--- src/rtl/config_mem_loader_if.sv ---
// Bundles the configuration word stream and the A/B/C config write ports of the loader.
// Latency: none (wiring only).
// Backpressure: the slave drives cfgReady_o, and the master holds cfgData_i/cfgValid_i until that word is accepted.
interface config_mem_loader_if #(
  parameter int DSIZE              = 16,
  parameter int NURN_CNT_BIT_WIDTH = 8,
  parameter int AXON_CNT_BIT_WIDTH = 8,
  parameter int STDP_WIN_BIT_WIDTH = 8,
  parameter int AER_BIT_WIDTH      = 32
);
  localparam int MWA = 2*STDP_WIN_BIT_WIDTH + 2*DSIZE + 1;
  localparam int MWB = 2 + 2*DSIZE + AER_BIT_WIDTH;
  localparam int CAW = NURN_CNT_BIT_WIDTH + AXON_CNT_BIT_WIDTH;

  logic [AER_BIT_WIDTH-1:0]      cfgData_i;
  logic                          cfgValid_i;
  logic                          cfgReady_o;
  logic                          wrEn_A_o;
  logic [NURN_CNT_BIT_WIDTH-1:0] wrAddr_A_o;
  logic [MWA-1:0]                wrData_A_o;
  logic                          wrEn_B_o;
  logic [NURN_CNT_BIT_WIDTH-1:0] wrAddr_B_o;
  logic [MWB-1:0]                wrData_B_o;
  logic                          wrEn_C_o;
  logic [CAW-1:0]                wrAddr_C_o;
  logic                          wrData_C_o;
  logic                          busy_o;
  logic                          done_o;
  logic                          err_o;

  modport master (
    output cfgData_i, cfgValid_i,
    input  cfgReady_o, wrEn_A_o, wrAddr_A_o, wrData_A_o, wrEn_B_o, wrAddr_B_o, wrData_B_o,
           wrEn_C_o, wrAddr_C_o, wrData_C_o, busy_o, done_o, err_o
  );

  modport slave (
    input  cfgData_i, cfgValid_i,
    output cfgReady_o, wrEn_A_o, wrAddr_A_o, wrData_A_o, wrEn_B_o, wrAddr_B_o, wrData_B_o,
           wrEn_C_o, wrAddr_C_o, wrData_C_o, busy_o, done_o, err_o
  );
endinterface

--- src/rtl/config_mem_loader.sv ---
// Decodes config packets (header + payload words) and writes entries into neuron config memories A, B and C.
// Latency: the write strobe fires 1 cycle after the last word of an entry is accepted; done_o pulses on the next cycle.
// Backpressure: cfgReady_o is low during WRITE, DONE and reset, and a low cfgValid_i simply holds the current state.
module config_mem_loader #(
  parameter int NUM_NURNS          = 256,
  parameter int NUM_AXONS          = 256,
  parameter int DSIZE              = 16,
  parameter int NURN_CNT_BIT_WIDTH = 8,
  parameter int AXON_CNT_BIT_WIDTH = 8,
  parameter int STDP_WIN_BIT_WIDTH = 8,
  parameter int AER_BIT_WIDTH      = 32
) (
  input logic                clk_i,
  input logic                rst_n_i,
  config_mem_loader_if.slave bus
);
  localparam int W     = AER_BIT_WIDTH;
  localparam int MWA   = 2*STDP_WIN_BIT_WIDTH + 2*DSIZE + 1;
  localparam int MWB   = 2 + 2*DSIZE + W;
  localparam int WPE_A = (MWA + W - 1) / W;
  localparam int WPE_B = (MWB + W - 1) / W;
  localparam int MAXW  = (WPE_A > WPE_B) ? WPE_A : WPE_B;
  localparam int EW    = MAXW * W;
  localparam int IW    = $clog2(MAXW + 1);
  localparam int CAW   = NURN_CNT_BIT_WIDTH + AXON_CNT_BIT_WIDTH;
  // The address field occupies the bits between sel and the count, capped at 16 bits, so narrow words
  // never overlap it with the count field.
  localparam int AFW   = (W - 18 < 16) ? W - 18 : 16;
  // The internal address counter is wide enough that start address + count can never wrap.
  localparam int XAW   = 18;
  localparam logic [XAW-1:0] LIM_AB = XAW'(NUM_NURNS);
  localparam logic [XAW-1:0] LIM_C  = XAW'(NUM_NURNS * NUM_AXONS);

  typedef enum logic [1:0] {IDLE, COLLECT, WRITE, DONE} state_t;

  state_t         state;
  logic [1:0]     sel;
  logic [XAW-1:0] cur_addr;
  logic [15:0]    cnt;
  logic [IW-1:0]  widx;
  logic [EW-1:0]  ent;

  logic [1:0]     hdr_sel;
  logic [XAW-1:0] hdr_addr;
  logic [15:0]    hdr_cnt;
  logic           accept;
  logic [IW-1:0]  wpe_cur;
  logic           last_word;
  logic           in_range;
  logic [EW-1:0]  ent_nx;
  logic           unused_ent_bits;

  assign hdr_sel  = bus.cfgData_i[W-1 -: 2];
  assign hdr_addr = XAW'(bus.cfgData_i[W-3 -: AFW]);
  assign hdr_cnt  = bus.cfgData_i[15:0];

  assign bus.cfgReady_o = rst_n_i && ((state == IDLE) || (state == COLLECT));
  assign bus.busy_o     = (state != IDLE);
  assign accept         = bus.cfgValid_i && bus.cfgReady_o;

  // Words per entry for the memory selected by the current packet; C always takes a single word.
  always_comb begin
    wpe_cur = IW'(1);
    case (sel)
      2'd0:    wpe_cur = IW'(WPE_A);
      2'd1:    wpe_cur = IW'(WPE_B);
      default: wpe_cur = IW'(1);
    endcase
  end

  assign last_word = (widx == wpe_cur - IW'(1));
  assign in_range  = (sel == 2'd2) ? (cur_addr < LIM_C) : (cur_addr < LIM_AB);

  // Entry image including the word currently on the bus, packed with word k at bits [k*W +: W].
  always_comb begin
    ent_nx = ent;
    ent_nx[int'(widx)*W +: W] = bus.cfgData_i;
  end

  // Bits above the widest entry are collected here and intentionally left unused.
  assign unused_ent_bits = ^ent_nx;

  // Packet FSM: header decode, word assembly, registered write strobes, done pulse and sticky error.
  always_ff @(posedge clk_i or negedge rst_n_i) begin
    if (!rst_n_i) begin
      state          <= IDLE;
      sel            <= 2'd0;
      cur_addr       <= '0;
      cnt            <= '0;
      widx           <= '0;
      ent            <= '0;
      bus.wrEn_A_o   <= 1'b0;
      bus.wrAddr_A_o <= '0;
      bus.wrData_A_o <= '0;
      bus.wrEn_B_o   <= 1'b0;
      bus.wrAddr_B_o <= '0;
      bus.wrData_B_o <= '0;
      bus.wrEn_C_o   <= 1'b0;
      bus.wrAddr_C_o <= '0;
      bus.wrData_C_o <= 1'b0;
      bus.done_o     <= 1'b0;
      bus.err_o      <= 1'b0;
    end else begin
      bus.wrEn_A_o <= 1'b0;
      bus.wrEn_B_o <= 1'b0;
      bus.wrEn_C_o <= 1'b0;
      bus.done_o   <= 1'b0;
      case (state)
        IDLE: begin
          if (accept) begin
            if (hdr_sel == 2'd3 || hdr_cnt == 16'd0) begin
              bus.err_o <= 1'b1;
            end else begin
              sel      <= hdr_sel;
              cur_addr <= hdr_addr;
              cnt      <= hdr_cnt;
              widx     <= '0;
              state    <= COLLECT;
            end
          end
        end
        COLLECT: begin
          if (accept) begin
            ent <= ent_nx;
            if (last_word) begin
              widx  <= '0;
              state <= WRITE;
              if (in_range) begin
                case (sel)
                  2'd0: begin
                    bus.wrEn_A_o   <= 1'b1;
                    bus.wrAddr_A_o <= cur_addr[NURN_CNT_BIT_WIDTH-1:0];
                    bus.wrData_A_o <= ent_nx[MWA-1:0];
                  end
                  2'd1: begin
                    bus.wrEn_B_o   <= 1'b1;
                    bus.wrAddr_B_o <= cur_addr[NURN_CNT_BIT_WIDTH-1:0];
                    bus.wrData_B_o <= ent_nx[MWB-1:0];
                  end
                  default: begin
                    bus.wrEn_C_o   <= 1'b1;
                    bus.wrAddr_C_o <= cur_addr[CAW-1:0];
                    bus.wrData_C_o <= ent_nx[0];
                  end
                endcase
              end else begin
                bus.err_o <= 1'b1;
              end
            end else begin
              widx <= widx + IW'(1);
            end
          end
        end
        WRITE: begin
          cur_addr <= cur_addr + XAW'(1);
          cnt      <= cnt - 16'd1;
          if (cnt == 16'd1) begin
            bus.done_o <= 1'b1;
            state      <= DONE;
          end else begin
            state <= COLLECT;
          end
        end
        DONE: begin
          state <= IDLE;
        end
        default: state <= IDLE;
      endcase
    end
  end
endmodule

--- src/flat_wrapper.sv ---
// flat-port wrapper written by rule: the top's interface ports become plain ports
module config_mem_loader_flat 
#(
  parameter int NUM_NURNS          = 256,
  parameter int NUM_AXONS          = 256,
  parameter int DSIZE              = 16,
  parameter int NURN_CNT_BIT_WIDTH = 8,
  parameter int AXON_CNT_BIT_WIDTH = 8,
  parameter int STDP_WIN_BIT_WIDTH = 8,
  parameter int AER_BIT_WIDTH      = 32
)
  (clk_i, rst_n_i, bus_cfgData_i, bus_cfgValid_i, bus_cfgReady_o, bus_wrEn_A_o, bus_wrAddr_A_o, bus_wrData_A_o, bus_wrEn_B_o, bus_wrAddr_B_o, bus_wrData_B_o, bus_wrEn_C_o, bus_wrAddr_C_o, bus_wrData_C_o, bus_busy_o, bus_done_o, bus_err_o);
  config_mem_loader_if #(.DSIZE(DSIZE), .NURN_CNT_BIT_WIDTH(NURN_CNT_BIT_WIDTH), .AXON_CNT_BIT_WIDTH(AXON_CNT_BIT_WIDTH), .STDP_WIN_BIT_WIDTH(STDP_WIN_BIT_WIDTH), .AER_BIT_WIDTH(AER_BIT_WIDTH)) bus_i ();
  input logic clk_i;
  input logic rst_n_i;
  input wire logic [$bits(bus_i.cfgData_i)-1:0] bus_cfgData_i;
  input wire logic [$bits(bus_i.cfgValid_i)-1:0] bus_cfgValid_i;
  output wire logic [$bits(bus_i.cfgReady_o)-1:0] bus_cfgReady_o;
  output wire logic [$bits(bus_i.wrEn_A_o)-1:0] bus_wrEn_A_o;
  output wire logic [$bits(bus_i.wrAddr_A_o)-1:0] bus_wrAddr_A_o;
  output wire logic [$bits(bus_i.wrData_A_o)-1:0] bus_wrData_A_o;
  output wire logic [$bits(bus_i.wrEn_B_o)-1:0] bus_wrEn_B_o;
  output wire logic [$bits(bus_i.wrAddr_B_o)-1:0] bus_wrAddr_B_o;
  output wire logic [$bits(bus_i.wrData_B_o)-1:0] bus_wrData_B_o;
  output wire logic [$bits(bus_i.wrEn_C_o)-1:0] bus_wrEn_C_o;
  output wire logic [$bits(bus_i.wrAddr_C_o)-1:0] bus_wrAddr_C_o;
  output wire logic [$bits(bus_i.wrData_C_o)-1:0] bus_wrData_C_o;
  output wire logic [$bits(bus_i.busy_o)-1:0] bus_busy_o;
  output wire logic [$bits(bus_i.done_o)-1:0] bus_done_o;
  output wire logic [$bits(bus_i.err_o)-1:0] bus_err_o;
  assign bus_i.cfgData_i = bus_cfgData_i;
  assign bus_i.cfgValid_i = bus_cfgValid_i;
  assign bus_cfgReady_o = bus_i.cfgReady_o;
  assign bus_wrEn_A_o = bus_i.wrEn_A_o;
  assign bus_wrAddr_A_o = bus_i.wrAddr_A_o;
  assign bus_wrData_A_o = bus_i.wrData_A_o;
  assign bus_wrEn_B_o = bus_i.wrEn_B_o;
  assign bus_wrAddr_B_o = bus_i.wrAddr_B_o;
  assign bus_wrData_B_o = bus_i.wrData_B_o;
  assign bus_wrEn_C_o = bus_i.wrEn_C_o;
  assign bus_wrAddr_C_o = bus_i.wrAddr_C_o;
  assign bus_wrData_C_o = bus_i.wrData_C_o;
  assign bus_busy_o = bus_i.busy_o;
  assign bus_done_o = bus_i.done_o;
  assign bus_err_o = bus_i.err_o;
  config_mem_loader #(.NUM_NURNS(NUM_NURNS), .NUM_AXONS(NUM_AXONS), .DSIZE(DSIZE), .NURN_CNT_BIT_WIDTH(NURN_CNT_BIT_WIDTH), .AXON_CNT_BIT_WIDTH(AXON_CNT_BIT_WIDTH), .STDP_WIN_BIT_WIDTH(STDP_WIN_BIT_WIDTH), .AER_BIT_WIDTH(AER_BIT_WIDTH)) u_core (.clk_i(clk_i), .rst_n_i(rst_n_i), .bus(bus_i));
endmodule
--- config.mk ---
export PLATFORM = sky130hd
export DESIGN_NAME = config_mem_loader_flat
export DESIGN_NICKNAME = d
export VERILOG_FILES = /design/src/rtl/config_mem_loader_if.sv /design/src/rtl/config_mem_loader.sv /design/src/flat_wrapper.sv
export SDC_FILE = /design/constraint.sdc
export NUM_CORES = 1
export LEC_CHECK = 0
export ABC_CLOCK_PERIOD_IN_PS = 2400
export BUFFER_PORTS_ARGS = -buffer_cell sky130_fd_sc_hd__buf_4
export CORE_ASPECT_RATIO = 0.75
export CORE_MARGIN = 1
export CORE_UTILIZATION = 56
export CTS_CLUSTER_DIAMETER = 200
export CTS_CLUSTER_SIZE = 25
export DETAILED_ROUTE_END_ITERATION = 8
export GPL_TIMING_DRIVEN = 1
export PLACE_DENSITY_LB_ADDON = 0.25
export RECOVER_POWER = 100
export SYNTH_ARGS = -nofsm -noshare
export SYNTH_HDL_FRONTEND = slang
export SYNTH_SLANG_ARGS = --single-unit
--- constraint.sdc ---
create_clock -name clk_i -period 2.4 [get_ports clk_i]
set_input_delay 0.12 -clock clk_i [delete_from_list [all_inputs] [get_ports clk_i]]
set_output_delay 0.12 -clock clk_i [all_outputs]
set_load 0.01 [all_outputs]
==> results.yml <==
sta:
  final.setup_skew_ps: 29.5
  slew_headroom: 0.0233
  max_clock_freq_mhz: 438
  hold_viol_final: 0
  layout_min_cycle_time_ps: 2280
  hold_ws_ps: 64.8
  fin_crit_sh: 0.951
  final.setup.tns_ps: 0
  setup_viol: 0
  rsz0062_at_grt: "no"
  drv_slew: 0
  worstMarginPinSlew_ps: 1470
cells_and_area:
  drive_gt1_frac: 0.208
  fin_nets: 1257
  areaGrowthSynthToFinish_pct: 17.7
  antenna_cells: 0
clocking:
  clockRootBuffer: "clkbuf_16"
  clock_sinks: 259
  worstSkewPairLatency_ps: 490
  h-tree-depth: 1
  cts_tree: "yes"
  cts_buffers: 14
  cts_buffer_depth: 3
  path_clk_slew_ps: 100
critical_path:
  path_common_cell: "o21a_1"
  cpLargestDelayFamily: "compound AO/OA/AOI/OAI gates"
  r2r_slack_ps: 150
  cp_num_buf_inv: 3
  cp-end-kind: "register"
  cp-start-kind: "primary input"
  crit_type: "in -> reg"
  max_stage_delay_ps: 610
  crit_required_ps: 2790
  cp_slowest_cell: "or4_1"
  critPathMaxFanout: 6
  arrival_ps: 2670
  crit_chain: "dlygate4sd3_1, buf_4, or4_1, o41ai_4, o21a_1, clkbuf_2, o21ai_0, o21a_1"
logic_synthesis:
  synth_area_mm2: 0.0114
  yosys_warnings: 0
  synth_edf_count: 0
  ys_ff_latch: 259
  syn_avg_cell_area_um2: 11.5
  synth_cells: 995
  synth_top_area_frac: 0.569
  synth_cell_types: 59
  synthesis.nets: 1037
  ys.flop_type: "dfrtp_1"
  synth_area_leader_cell: "dfrtp_1"
  synthArstFlopShare: 1.00
  synth.area.top_cells: "dfrtp_1 57%, mux2_2 15%, a22o_1 4.8%, o21ai_0 3.9%, nand2_1 3.3%"
  yosysSeqAreaShare: 0.569
detailed_routing:
  viasPerCell: 5.98
  ant_nets: 0
  vias: 8775
  drc_errors: 0
  wl_um: 29700
  drtIter0Drc: 1018
  wire_per_inst_um: 20.2
  dr.pass1.iters: 6
power:
  p_per_area_mw_per_mm2: 973
  leakagePower_nw: 6.30
  vdd_drop_max_v: 0.000824
floorplanning:
  fp.dieH_um: 126
  start_util: 0.580
  die_w_um: 167
  core.rowCount: 44
  ios: 190
  fp.coreArea_mm2: 0.0197
  die_area_mm2: 0.0209
global_routing:
  grt_usage: 0.292
  grt.overflow.total: 0
  grt_pass1_vias: 8780
  grt_max_degree: 166
  grt_pass1_wl_um: 48300
  antenna_found_initial: 0
placed_design:
  place.gp.congestion: 0.903
  port_buffers: 189
  dpl.hpwl_um: 19900
worst_hold_path:
  worst_hold_path_type: "in -> async"
flow_run:
  cap_violations: 0
outcome:
  status: "complete, no violations"
[repair_timing]
action                     4_1_cts  5_1_grt
hold buffers                    33        0
resized for setup                0        1
buffers inserted                 0        0
hold endpoints to repair       117        0
setup endpoints to repair        0        2
[through the flow]
step	power [W]	util	area (µm²)	setup slack [ps]	std cells
after floorplan	0.00870	-	11400	273	995
after global placement	0.0107	0.677	13300	181	1419
after detailed placement	0.0109	0.677	13300	140	1419
after CTS	0.0135	0.714	14000	88.9	1468
after global routing	0.0138	0.682	13400	34.1	1468
final	0.0131	0.682	13400	117	1468
[cells in the mapped netlist, types with 4 or more instances]
| library cell | number |
|---|---|
| nand2b_1 | 4 |
| buf_2 | 15 |
| nor4_1 | 7 |
| ha_1 | 7 |
| a21oi_1 | 29 |
| dfrtp_1 | 259 |
| nor2_1 | 21 |
| a22o_1 | 63 |
| o22ai_1 | 6 |
| nor3_1 | 19 |
| o21ai_0 | 89 |
| a311oi_1 | 4 |
| clkbuf_1 | 40 |
| nand2_1 | 101 |
| a221o_1 | 4 |
| nand4_1 | 4 |
| a211oi_1 | 4 |
| nand3_1 | 13 |
| inv_1 | 81 |
| mux2_2 | 147 |
| o31ai_1 | 4 |
| or4_1 | 5 |
| nor2b_1 | 4 |
| or2_2 | 4 |
[routing by layer]
layer | up-vias | share of wire | track usage
li1 | 3953 | - | -
met3 | 44 | 0.083 | 0.0544
met5 | - | 0 | 0
met4 | 0 | 0.020 | 0.0654
met2 | 397 | 0.44 | 0.444
met1 | 4381 | 0.46 | 0.437
[kinds of logic (layout without fill, tap and decap cells)]
group | count (synthesis) | in the layout | share of synthesized area
compound gates | 236 | 236 | 0.141
fa+ha+maj | 7 | 7 | 0.00769
flops | 259 | 259 | 0.569
mux | 150 | 150 | 0.148
buf+inv | 141 | 361 | 0.0505
simple gates | 202 | 202 | 0.0842
[flip-flops by register name, indices dropped and copies added, names as in the netlist, 2 cells and up]
register / cells
u_core.sel: 2
u_core.bus.wrAddr_C_o: 16
u_core.cur_addr: 18
u_core.ent: 66
u_core.widx: 2
u_core.bus.wrAddr_B_o: 8
u_core.bus.wrData_B_o: 66
u_core.cnt: 16
u_core.bus.wrAddr_A_o: 8
u_core.state: 2
u_core.bus.wrData_A_o: 49
[final cells by class]
cell class,count,area (µm²)
repair buffers,264,1530
fillers,1594,6240
well taps,253,317
multi-input cells,595,4380
flip-flops and latches,259,6480
clock inverters,1,16.3
inverters,81,304
clock buffers,15,375
[layout by cell type (no fill, tap or decap), drive strengths merged, types with 6 or more instances in the layout]
master / n
o22ai: 6
dfrtp: 259
or4: 7
nor2: 21
nand3: 13
inv: 82
mux2: 147
clkbuf: 175
ha: 7
dlygate4sd3: 33
buf: 71
a22o: 63
a21oi: 30
nor4: 7
nand2: 101
nor3: 20
o21ai: 94
[worst paths after layout]
| path | depth (start not counted) | endpoint | start |
|---|---|---|---|
| setup / recovery | 8 | u_core.cnt[0] | bus_cfgData_i[0] |
| hold / removal | 2 | u_core.cnt[1] | rst_n_i |
| setup reg to reg | 6 | u_core.bus.wrData_A_o[21] | u_core.cur_addr[8] |
| hold reg to reg | 2 | u_core.ent[65] | u_core.ent[65] |
| max in group asynchronous | 3 | u_core.bus.wrData_A_o[38] | rst_n_i |
| min in group clk_i | 3 | u_core.ent[47] | bus_cfgData_i[15] |
[report_power, final]
group          internal [W]  leakage, nW  switching, W
clock network       0.00114        0.192       0.00140
registers           0.00535         3.48      0.000805
logic               0.00178         2.63       0.00258
Power figures use the tool's default switching activity.
